File: src/rtl/load_store_unit_if.sv
// Data-memory request/response bus between the load/store unit (master) and memory (slave).
interface load_store_unit_if #(
  parameter int XLEN = 32
);
  logic            req_valid;
  logic            req_ready;
  logic [XLEN-1:0] addr;
  logic            we;
  logic [3:0]      wstrb;
  logic [XLEN-1:0] wdata;
  logic            rsp_valid;
  logic [XLEN-1:0] rdata;
  logic            rsp_err;

  modport master (
    output req_valid, addr, we, wstrb, wdata,
    input  req_ready, rsp_valid, rdata, rsp_err
  );

  modport slave (
    input  req_valid, addr, we, wstrb, wdata,
    output req_ready, rsp_valid, rdata, rsp_err
  );
endinterface

File: src/rtl/load_store_unit.sv
// RV32I memory stage: one data-memory transaction at a time, returns extended
// load data to writeback or raises a precise exception.
module load_store_unit #(
  parameter int XLEN = 32
) (
  input  logic            i_clk,
  input  logic            i_rst,
  input  logic            i_ex_valid,
  output logic            o_ex_ready,
  input  logic            i_ex_load,
  input  logic            i_ex_store,
  input  logic [2:0]      i_ex_funct3,
  input  logic [XLEN-1:0] i_ex_addr,
  input  logic [XLEN-1:0] i_ex_wdata,
  input  logic [4:0]      i_ex_rd,
  input  logic            i_flush,
  load_store_unit_if.master mem,
  output logic            o_wb_valid,
  output logic [4:0]      o_wb_rd,
  output logic [XLEN-1:0] o_wb_data,
  output logic            o_exc_valid,
  output logic [3:0]      o_exc_cause,
  output logic [XLEN-1:0] o_exc_addr
);

  localparam logic [1:0] IDLE = 2'd0;
  localparam logic [1:0] REQ  = 2'd1;
  localparam logic [1:0] WAIT = 2'd2;
  localparam logic [1:0] RESP = 2'd3;

  logic [1:0]      state;
  logic [XLEN-1:0] addr_q;
  logic [2:0]      funct3_q;
  logic [4:0]      rd_q;
  logic            is_load_q;
  logic            killed_q;
  logic            wb_pend_q;
  logic            exc_pend_q;
  logic            req_valid_q;
  logic [XLEN-1:0] mem_addr_q;
  logic            mem_we_q;
  logic [3:0]      mem_wstrb_q;
  logic [XLEN-1:0] mem_wdata_q;
  logic [3:0]      dec_cause;
  logic            accept;

  // Returns 0 when the op is legal and aligned, otherwise the mcause code.
  function automatic logic [3:0] decode_cause(input logic ld, input logic [2:0] f3,
                                              input logic [1:0] off);
    logic legal;
    logic mis;
    legal = ld ? (f3 == 3'd0 || f3 == 3'd1 || f3 == 3'd2 || f3 == 3'd4 || f3 == 3'd5)
               : (f3 == 3'd0 || f3 == 3'd1 || f3 == 3'd2);
    mis = (f3[1:0] == 2'b01 && off[0]) || (f3[1:0] == 2'b10 && off != 2'b00);
    if (!legal) return 4'd2;
    if (mis) return ld ? 4'd4 : 4'd6;
    return 4'd0;
  endfunction

  function automatic logic [3:0] store_strb(input logic [2:0] f3, input logic [1:0] off);
    case (f3[1:0])
      2'b00:   return 4'b0001 << off;
      2'b01:   return 4'b0011 << off;
      default: return 4'b1111;
    endcase
  endfunction

  function automatic logic [XLEN-1:0] store_data(input logic [2:0] f3, input logic [XLEN-1:0] d);
    case (f3[1:0])
      2'b00:   return {4{d[7:0]}};
      2'b01:   return {2{d[15:0]}};
      default: return d;
    endcase
  endfunction

  function automatic logic [XLEN-1:0] load_extend(input logic [2:0] f3, input logic [1:0] off,
                                                  input logic [XLEN-1:0] w);
    logic [XLEN-1:0] s;
    s = w >> {off, 3'b000};
    case (f3)
      3'd0:    return {{(XLEN-8){s[7]}}, s[7:0]};
      3'd1:    return {{(XLEN-16){s[15]}}, s[15:0]};
      3'd4:    return {{(XLEN-8){1'b0}}, s[7:0]};
      3'd5:    return {{(XLEN-16){1'b0}}, s[15:0]};
      default: return s;
    endcase
  endfunction

  assign dec_cause = decode_cause(i_ex_load, i_ex_funct3, i_ex_addr[1:0]);
  assign accept    = i_ex_valid && o_ex_ready && (i_ex_load || i_ex_store) && !i_flush;

  assign mem.req_valid = req_valid_q;
  assign mem.addr      = mem_addr_q;
  assign mem.we        = mem_we_q;
  assign mem.wstrb     = mem_wstrb_q;
  assign mem.wdata     = mem_wdata_q;

  // A flush arriving while the result is on display still cancels it.
  assign o_wb_valid  = wb_pend_q && !i_flush;
  assign o_exc_valid = exc_pend_q && !i_flush;

  always_ff @(posedge i_clk) begin
    if (i_rst) begin
      state       <= IDLE;
      o_ex_ready  <= 1'b1;
      addr_q      <= '0;
      funct3_q    <= '0;
      rd_q        <= '0;
      is_load_q   <= 1'b0;
      killed_q    <= 1'b0;
      wb_pend_q   <= 1'b0;
      exc_pend_q  <= 1'b0;
      req_valid_q <= 1'b0;
      mem_addr_q  <= '0;
      mem_we_q    <= 1'b0;
      mem_wstrb_q <= '0;
      mem_wdata_q <= '0;
      o_wb_rd     <= '0;
      o_wb_data   <= '0;
      o_exc_cause <= '0;
      o_exc_addr  <= '0;
    end else begin
      wb_pend_q   <= 1'b0;
      exc_pend_q  <= 1'b0;
      o_wb_rd     <= '0;
      o_wb_data   <= '0;
      o_exc_cause <= '0;
      o_exc_addr  <= '0;
      case (state)
        IDLE: begin
          if (accept) begin
            addr_q     <= i_ex_addr;
            funct3_q   <= i_ex_funct3;
            rd_q       <= i_ex_rd;
            is_load_q  <= i_ex_load;
            killed_q   <= 1'b0;
            o_ex_ready <= 1'b0;
            if (dec_cause != 4'd0) begin
              state       <= RESP;
              exc_pend_q  <= 1'b1;
              o_exc_cause <= dec_cause;
              o_exc_addr  <= i_ex_addr;
            end else begin
              state       <= REQ;
              req_valid_q <= 1'b1;
              mem_addr_q  <= {i_ex_addr[XLEN-1:2], 2'b00};
              mem_we_q    <= !i_ex_load;
              mem_wstrb_q <= i_ex_load ? 4'b0000 : store_strb(i_ex_funct3, i_ex_addr[1:0]);
              mem_wdata_q <= i_ex_load ? '0 : store_data(i_ex_funct3, i_ex_wdata);
            end
          end
        end
        REQ: begin
          if (mem.req_ready || i_flush) begin
            req_valid_q <= 1'b0;
            mem_addr_q  <= '0;
            mem_we_q    <= 1'b0;
            mem_wstrb_q <= '0;
            mem_wdata_q <= '0;
          end
          // A handshake already happened on the bus, so the response must still be drained.
          if (mem.req_ready) begin
            state    <= WAIT;
            killed_q <= i_flush;
          end else if (i_flush) begin
            state      <= IDLE;
            o_ex_ready <= 1'b1;
          end
        end
        WAIT: begin
          if (mem.rsp_valid) begin
            if (killed_q || i_flush) begin
              state      <= IDLE;
              o_ex_ready <= 1'b1;
              killed_q   <= 1'b0;
            end else begin
              state <= RESP;
              if (mem.rsp_err) begin
                exc_pend_q  <= 1'b1;
                o_exc_cause <= is_load_q ? 4'd5 : 4'd7;
                o_exc_addr  <= addr_q;
              end else if (is_load_q && rd_q != 5'd0) begin
                wb_pend_q <= 1'b1;
                o_wb_rd   <= rd_q;
                o_wb_data <= load_extend(funct3_q, addr_q[1:0], mem.rdata);
              end
            end
          end else if (i_flush) begin
            killed_q <= 1'b1;
          end
        end
        default: begin
          state      <= IDLE;
          o_ex_ready <= 1'b1;
        end
      endcase
    end
  end

endmodule

File: src/flat_wrapper.sv
// flat-port wrapper written by rule: the top's interface ports become plain ports
module load_store_unit_flat 
#(
  parameter int XLEN = 32
)
  (i_clk, i_rst, i_ex_valid, o_ex_ready, i_ex_load, i_ex_store, i_ex_funct3, i_ex_addr, i_ex_wdata, i_ex_rd, i_flush, o_wb_valid, o_wb_rd, o_wb_data, o_exc_valid, o_exc_cause, o_exc_addr, mem_req_valid, mem_addr, mem_we, mem_wstrb, mem_wdata, mem_req_ready, mem_rsp_valid, mem_rdata, mem_rsp_err);
  load_store_unit_if #(.XLEN(XLEN)) mem_i ();
  input  logic i_clk;
  input  logic i_rst;
  input  logic i_ex_valid;
  output logic o_ex_ready;
  input  logic i_ex_load;
  input  logic i_ex_store;
  input  logic [2:0] i_ex_funct3;
  input  logic [XLEN-1:0] i_ex_addr;
  input  logic [XLEN-1:0] i_ex_wdata;
  input  logic [4:0] i_ex_rd;
  input  logic i_flush;
  output logic o_wb_valid;
  output logic [4:0] o_wb_rd;
  output logic [XLEN-1:0] o_wb_data;
  output logic o_exc_valid;
  output logic [3:0] o_exc_cause;
  output logic [XLEN-1:0] o_exc_addr;
  output wire logic [$bits(mem_i.req_valid)-1:0] mem_req_valid;
  output wire logic [$bits(mem_i.addr)-1:0] mem_addr;
  output wire logic [$bits(mem_i.we)-1:0] mem_we;
  output wire logic [$bits(mem_i.wstrb)-1:0] mem_wstrb;
  output wire logic [$bits(mem_i.wdata)-1:0] mem_wdata;
  input wire logic [$bits(mem_i.req_ready)-1:0] mem_req_ready;
  input wire logic [$bits(mem_i.rsp_valid)-1:0] mem_rsp_valid;
  input wire logic [$bits(mem_i.rdata)-1:0] mem_rdata;
  input wire logic [$bits(mem_i.rsp_err)-1:0] mem_rsp_err;
  assign mem_req_valid = mem_i.req_valid;
  assign mem_addr = mem_i.addr;
  assign mem_we = mem_i.we;
  assign mem_wstrb = mem_i.wstrb;
  assign mem_wdata = mem_i.wdata;
  assign mem_i.req_ready = mem_req_ready;
  assign mem_i.rsp_valid = mem_rsp_valid;
  assign mem_i.rdata = mem_rdata;
  assign mem_i.rsp_err = mem_rsp_err;
  load_store_unit #(.XLEN(XLEN)) u_core (.i_clk(i_clk), .i_rst(i_rst), .i_ex_valid(i_ex_valid), .o_ex_ready(o_ex_ready), .i_ex_load(i_ex_load), .i_ex_store(i_ex_store), .i_ex_funct3(i_ex_funct3), .i_ex_addr(i_ex_addr), .i_ex_wdata(i_ex_wdata), .i_ex_rd(i_ex_rd), .i_flush(i_flush), .mem(mem_i), .o_wb_valid(o_wb_valid), .o_wb_rd(o_wb_rd), .o_wb_data(o_wb_data), .o_exc_valid(o_exc_valid), .o_exc_cause(o_exc_cause), .o_exc_addr(o_exc_addr));
endmodule
File: config.mk
export PLATFORM = sky130hd
export DESIGN_NAME = load_store_unit_flat
export DESIGN_NICKNAME = d
export VERILOG_FILES = /design/src/rtl/load_store_unit_if.sv /design/src/rtl/load_store_unit.sv /design/src/flat_wrapper.sv
export SDC_FILE = /design/constraint.sdc
export NUM_CORES = 1
export LEC_CHECK = 0
export ABC_AREA = 1
export CORE_UTILIZATION = 35
export CTS_CLUSTER_SIZE = 10
export DETAILED_ROUTE_END_ITERATION = 8
export PLACE_DENSITY_LB_ADDON = 0.12
export SYNTH_ARGS = -nofsm -noshare
export SYNTH_HDL_FRONTEND = slang
export SYNTH_SLANG_ARGS = --single-unit
File: constraint.sdc
create_clock -name i_clk -period 1.75 [get_ports i_clk]
set_clock_uncertainty 0.05 [all_clocks]
set_input_delay 0.35 -clock i_clk [delete_from_list [all_inputs] [get_ports i_clk]]
set_output_delay 0.35 -clock i_clk [all_outputs]
set_load 0.02 [all_outputs]
==> results.md <==
- Ys async rst share: 0
- CTS tree: done
- Crit path cell chain: inv_2, ha_4, inv_2, nand2_4, nand3_4, buf_12, clkbuf_16, nand2_1, a21oi_1
- Endpoints failing hold: 0
- Most frequent cell on the critical path: inv_2
- F_max: 601.3 MHz
- Yosys reg bits: 187
- Layout Nets: 1536
- Xor and xnor area share after synthesis: 0
- Max Slew Vio Count: 0
- Worst Hold Slack: 0.08882 ns
- Critical-path top delay cell: dfxtp_4
- Worst path top cell family by delay: buffers and inverters
- Top FF cell, synth: dfxtp_1
- Largest net degree at the start of global routing: 101
- Post-placement cell area: 11270 um^2
- Sw Ratio: 0.4077
- Dpl cells: 1668
- Outcome: finished clean
- EDFF count, synth: 0
- Crit end category: flip-flop
- Gpl congestion: 0.8466
- Worst VDD drop: 0.7783 mV
- Die Ht: 154.2 um
- Clock Power Share: 0.241
- Starting DRC count in detailed routing: 531
- Adder-cell share of the synthesized area: 0.006177
- Setup crit start kind: flip-flop
- First-pass GRT wire length: 41.25 mm
- Crit path max fanout: 18
- Die width: 154.2 um
- Seq. cell area: 3749 um^2
- Row cnt: 55
- Grt ovf: 0
- Critical path arrival: 1.99 ns
- Clock tree buffer depth: 2
- Area Growth Syn to Fin: 49.27%
- Synth top area share: 0.4620
- Critical Path Max Stage Delay: 0.39 ns
- Syn Std Cell Area: 8103 um^2
- Final HPWL DP: 18.22 mm
- Antenna cells: 0
- Compound-Gate Fraction of Synth Area: 0.1231
- Worst min-delay path class: in2reg
- Required time of the worst setup path: 2.08 ns
- Initial Util: 0.3579
- Clk sink count: 187
- Final instance area: 12100 um^2
- Sequential share of power: 0.309
- Dominant cells by area after synthesis: dfxtp_1 (46%), nand2_1 (15%), a21oi_1 (7.8%)
- Detailed Routing Iterations Pass 1: 7
- Vias per cell: 4.959
- Clk root buf: clkbuf_16
- Layout cell share with drive strength beyond 1: 0.1041
- H-tree lvl count: 4
- Top cell type by total area after synthesis: dfxtp_1
- Gr usage total: 0.2201
- Largest family of logic cells by synthesized area: simple AND/OR/NAND/NOR gates
- Max cap viols: 0
- Sw power: 6.714 mW
- Number of routed nets with antenna violations: 0
- Static Leak: 5.744 nW
- Initial antenna violation count: 1
- Mapped Cells: 1151
- Overall Power: 16.47 mW
- Setup violators final: 0
- Worst-path clk slew: 0.08 ns
- Number of CTS-inserted buffers: 17
- Routed WL: 27.47 mm
- Die area: 23760 um^2
- Residual DRC: 0
- Setup CP Type: reg2reg
- Internal Power: 9.755 mW
- Avg WL per Cell: 16.00 um
- Vias in the first global route: 7646
- Syn Area/Cell: 7.040 um^2
- Post-synthesis mux area share: 0
- Combinational share of power: 0.450
- Non-filler cells, final: 1717
- Clock Latency Late Sink: 0.44 ns
- Fin crit share: 0.9504
- Port buffer count: 255
- Vias: 8515
- Setup Total Neg Slack: 0 ns
- Filler Cell Count: 2245
- Seq/Total Area, Yosys: 0.4620
- Tmin final: 1.663 ns
- CP Buf/Inv Count: 4
- Simple-Gate Fraction of Synth Area: 0.3074
- Core Box Area: 22640 um^2
- PwrDens: 1362 nW/um^2
- Multi-input logic area: 3635 um^2
- Num ports: 259
- YS warnings: 0
- Cts hold-fix bufs: 0
- Synth cell types: 32
-- stage by stage --
step	utilization	setup slack, ns
CTS	0.5178	-0.04173
global placement	0.4976	-0.5094
finish	0.5342	0.08682
global route	0.5342	-0.01160
floorplan	-	0.02007
detailed placement	0.4976	-0.4915
-- sequential cells by signal, summed over array words and instances, names as in the netlist, 2 cells and up --
signal	count
u_core.o_exc_addr	32
u_core.mem.wstrb	4
u_core.o_wb_rd	5
u_core.funct3_q	3
u_core.mem.addr	30
u_core.addr_q	32
u_core.mem.wdata	32
u_core.state	2
u_core.o_exc_cause	3
u_core.o_wb_data	32
u_core.rd_q	5
-- metal layers --
layer / up-vias / wire, um / global-route usage
li1: 4293 / - / -
met1: 3879 / 12790 / 0.3102
met2: 320 / 12280 / 0.3271
met3: 21 / 2067 / 0.05862
met4: 2 / 318 / 0.06286
met5: - / 13 / 0
-- path summary, 6_finish.rpt --
| path | from | end | slack, ns | cells after the start |
|---|---|---|---|---|
| worst max-delay path | u_core.state[0] | u_core.mem.wdata[11] | 0.09 | 9 |
| worst min-delay path | i_rst | u_core.addr_q[1] | 0.09 | 2 |
| worst max register to register | u_core.state[0] | u_core.mem.wdata[11] | 0.09 | 9 |
| worst min register to register | u_core.rd_q[4] | u_core.o_wb_rd[4] | 0.41 | 2 |
-- area by class of cell --
cell class,instances,area share
inverter,104,0.03269
clock buffer,17,0.03517
sequential,187,0.3099
timing repair buffer,337,0.2764
multi-input combinational,772,0.3005
clock inverter,15,0.01583
tap,285,0.02948
-- power by group through the flow --
stage	combinational, mW	clock, mW	sequential, mW
floorplan	3.45	0	5.60
global placement	6.53	0	5.18
detailed placement	6.55	0	5.18
CTS	6.35	4.05	5.07
global route	7.96	4.25	5.15
finish	7.41	3.97	5.09
-- layout by cell type (no fill, tap or decap), types with 55 or more instances in the layout --
| cell | n |
|---|---|
| a21oi_1 | 126 |
| buf_4 | 55 |
| clkdlybuf4s50_1 | 107 |
| dfxtp_1 | 185 |
| dlygate4sd2_1 | 139 |
| inv_1 | 94 |
| nand2_1 | 325 |
| nand3_1 | 56 |
| nand4_1 | 83 |
| nor2_1 | 72 |
-- cells in the mapped netlist (all sizes together) (2+ instances only) --
master,n
nor3,20
ha,4
inv,104
a21oi,128
o21ai,60
nand2,330
clkbuf,52
nor2,76
nand3,58
nand4,84
buf,38
dfxtp,187
or2,2
o22ai,3
-- what timing repair did --
action                                  in CTS  in global routing
endpoints found under the setup margin     168                 87
pin swaps                                    0                  6
gates cloned                                 0                  9
resized for setup                          147                 32
buffers inserted                             0                  8
-- kinds of logic after synthesis --
kind of cell / Yosys count
adder cells (fa/ha/maj): 4
flip-flops: 187
AND/OR/NAND/NOR: 571
buffers and inverters: 194
other: 1
AO/OA/AOI/OAI: 194
No activity file was read; power rests on OpenSTA's default activity.
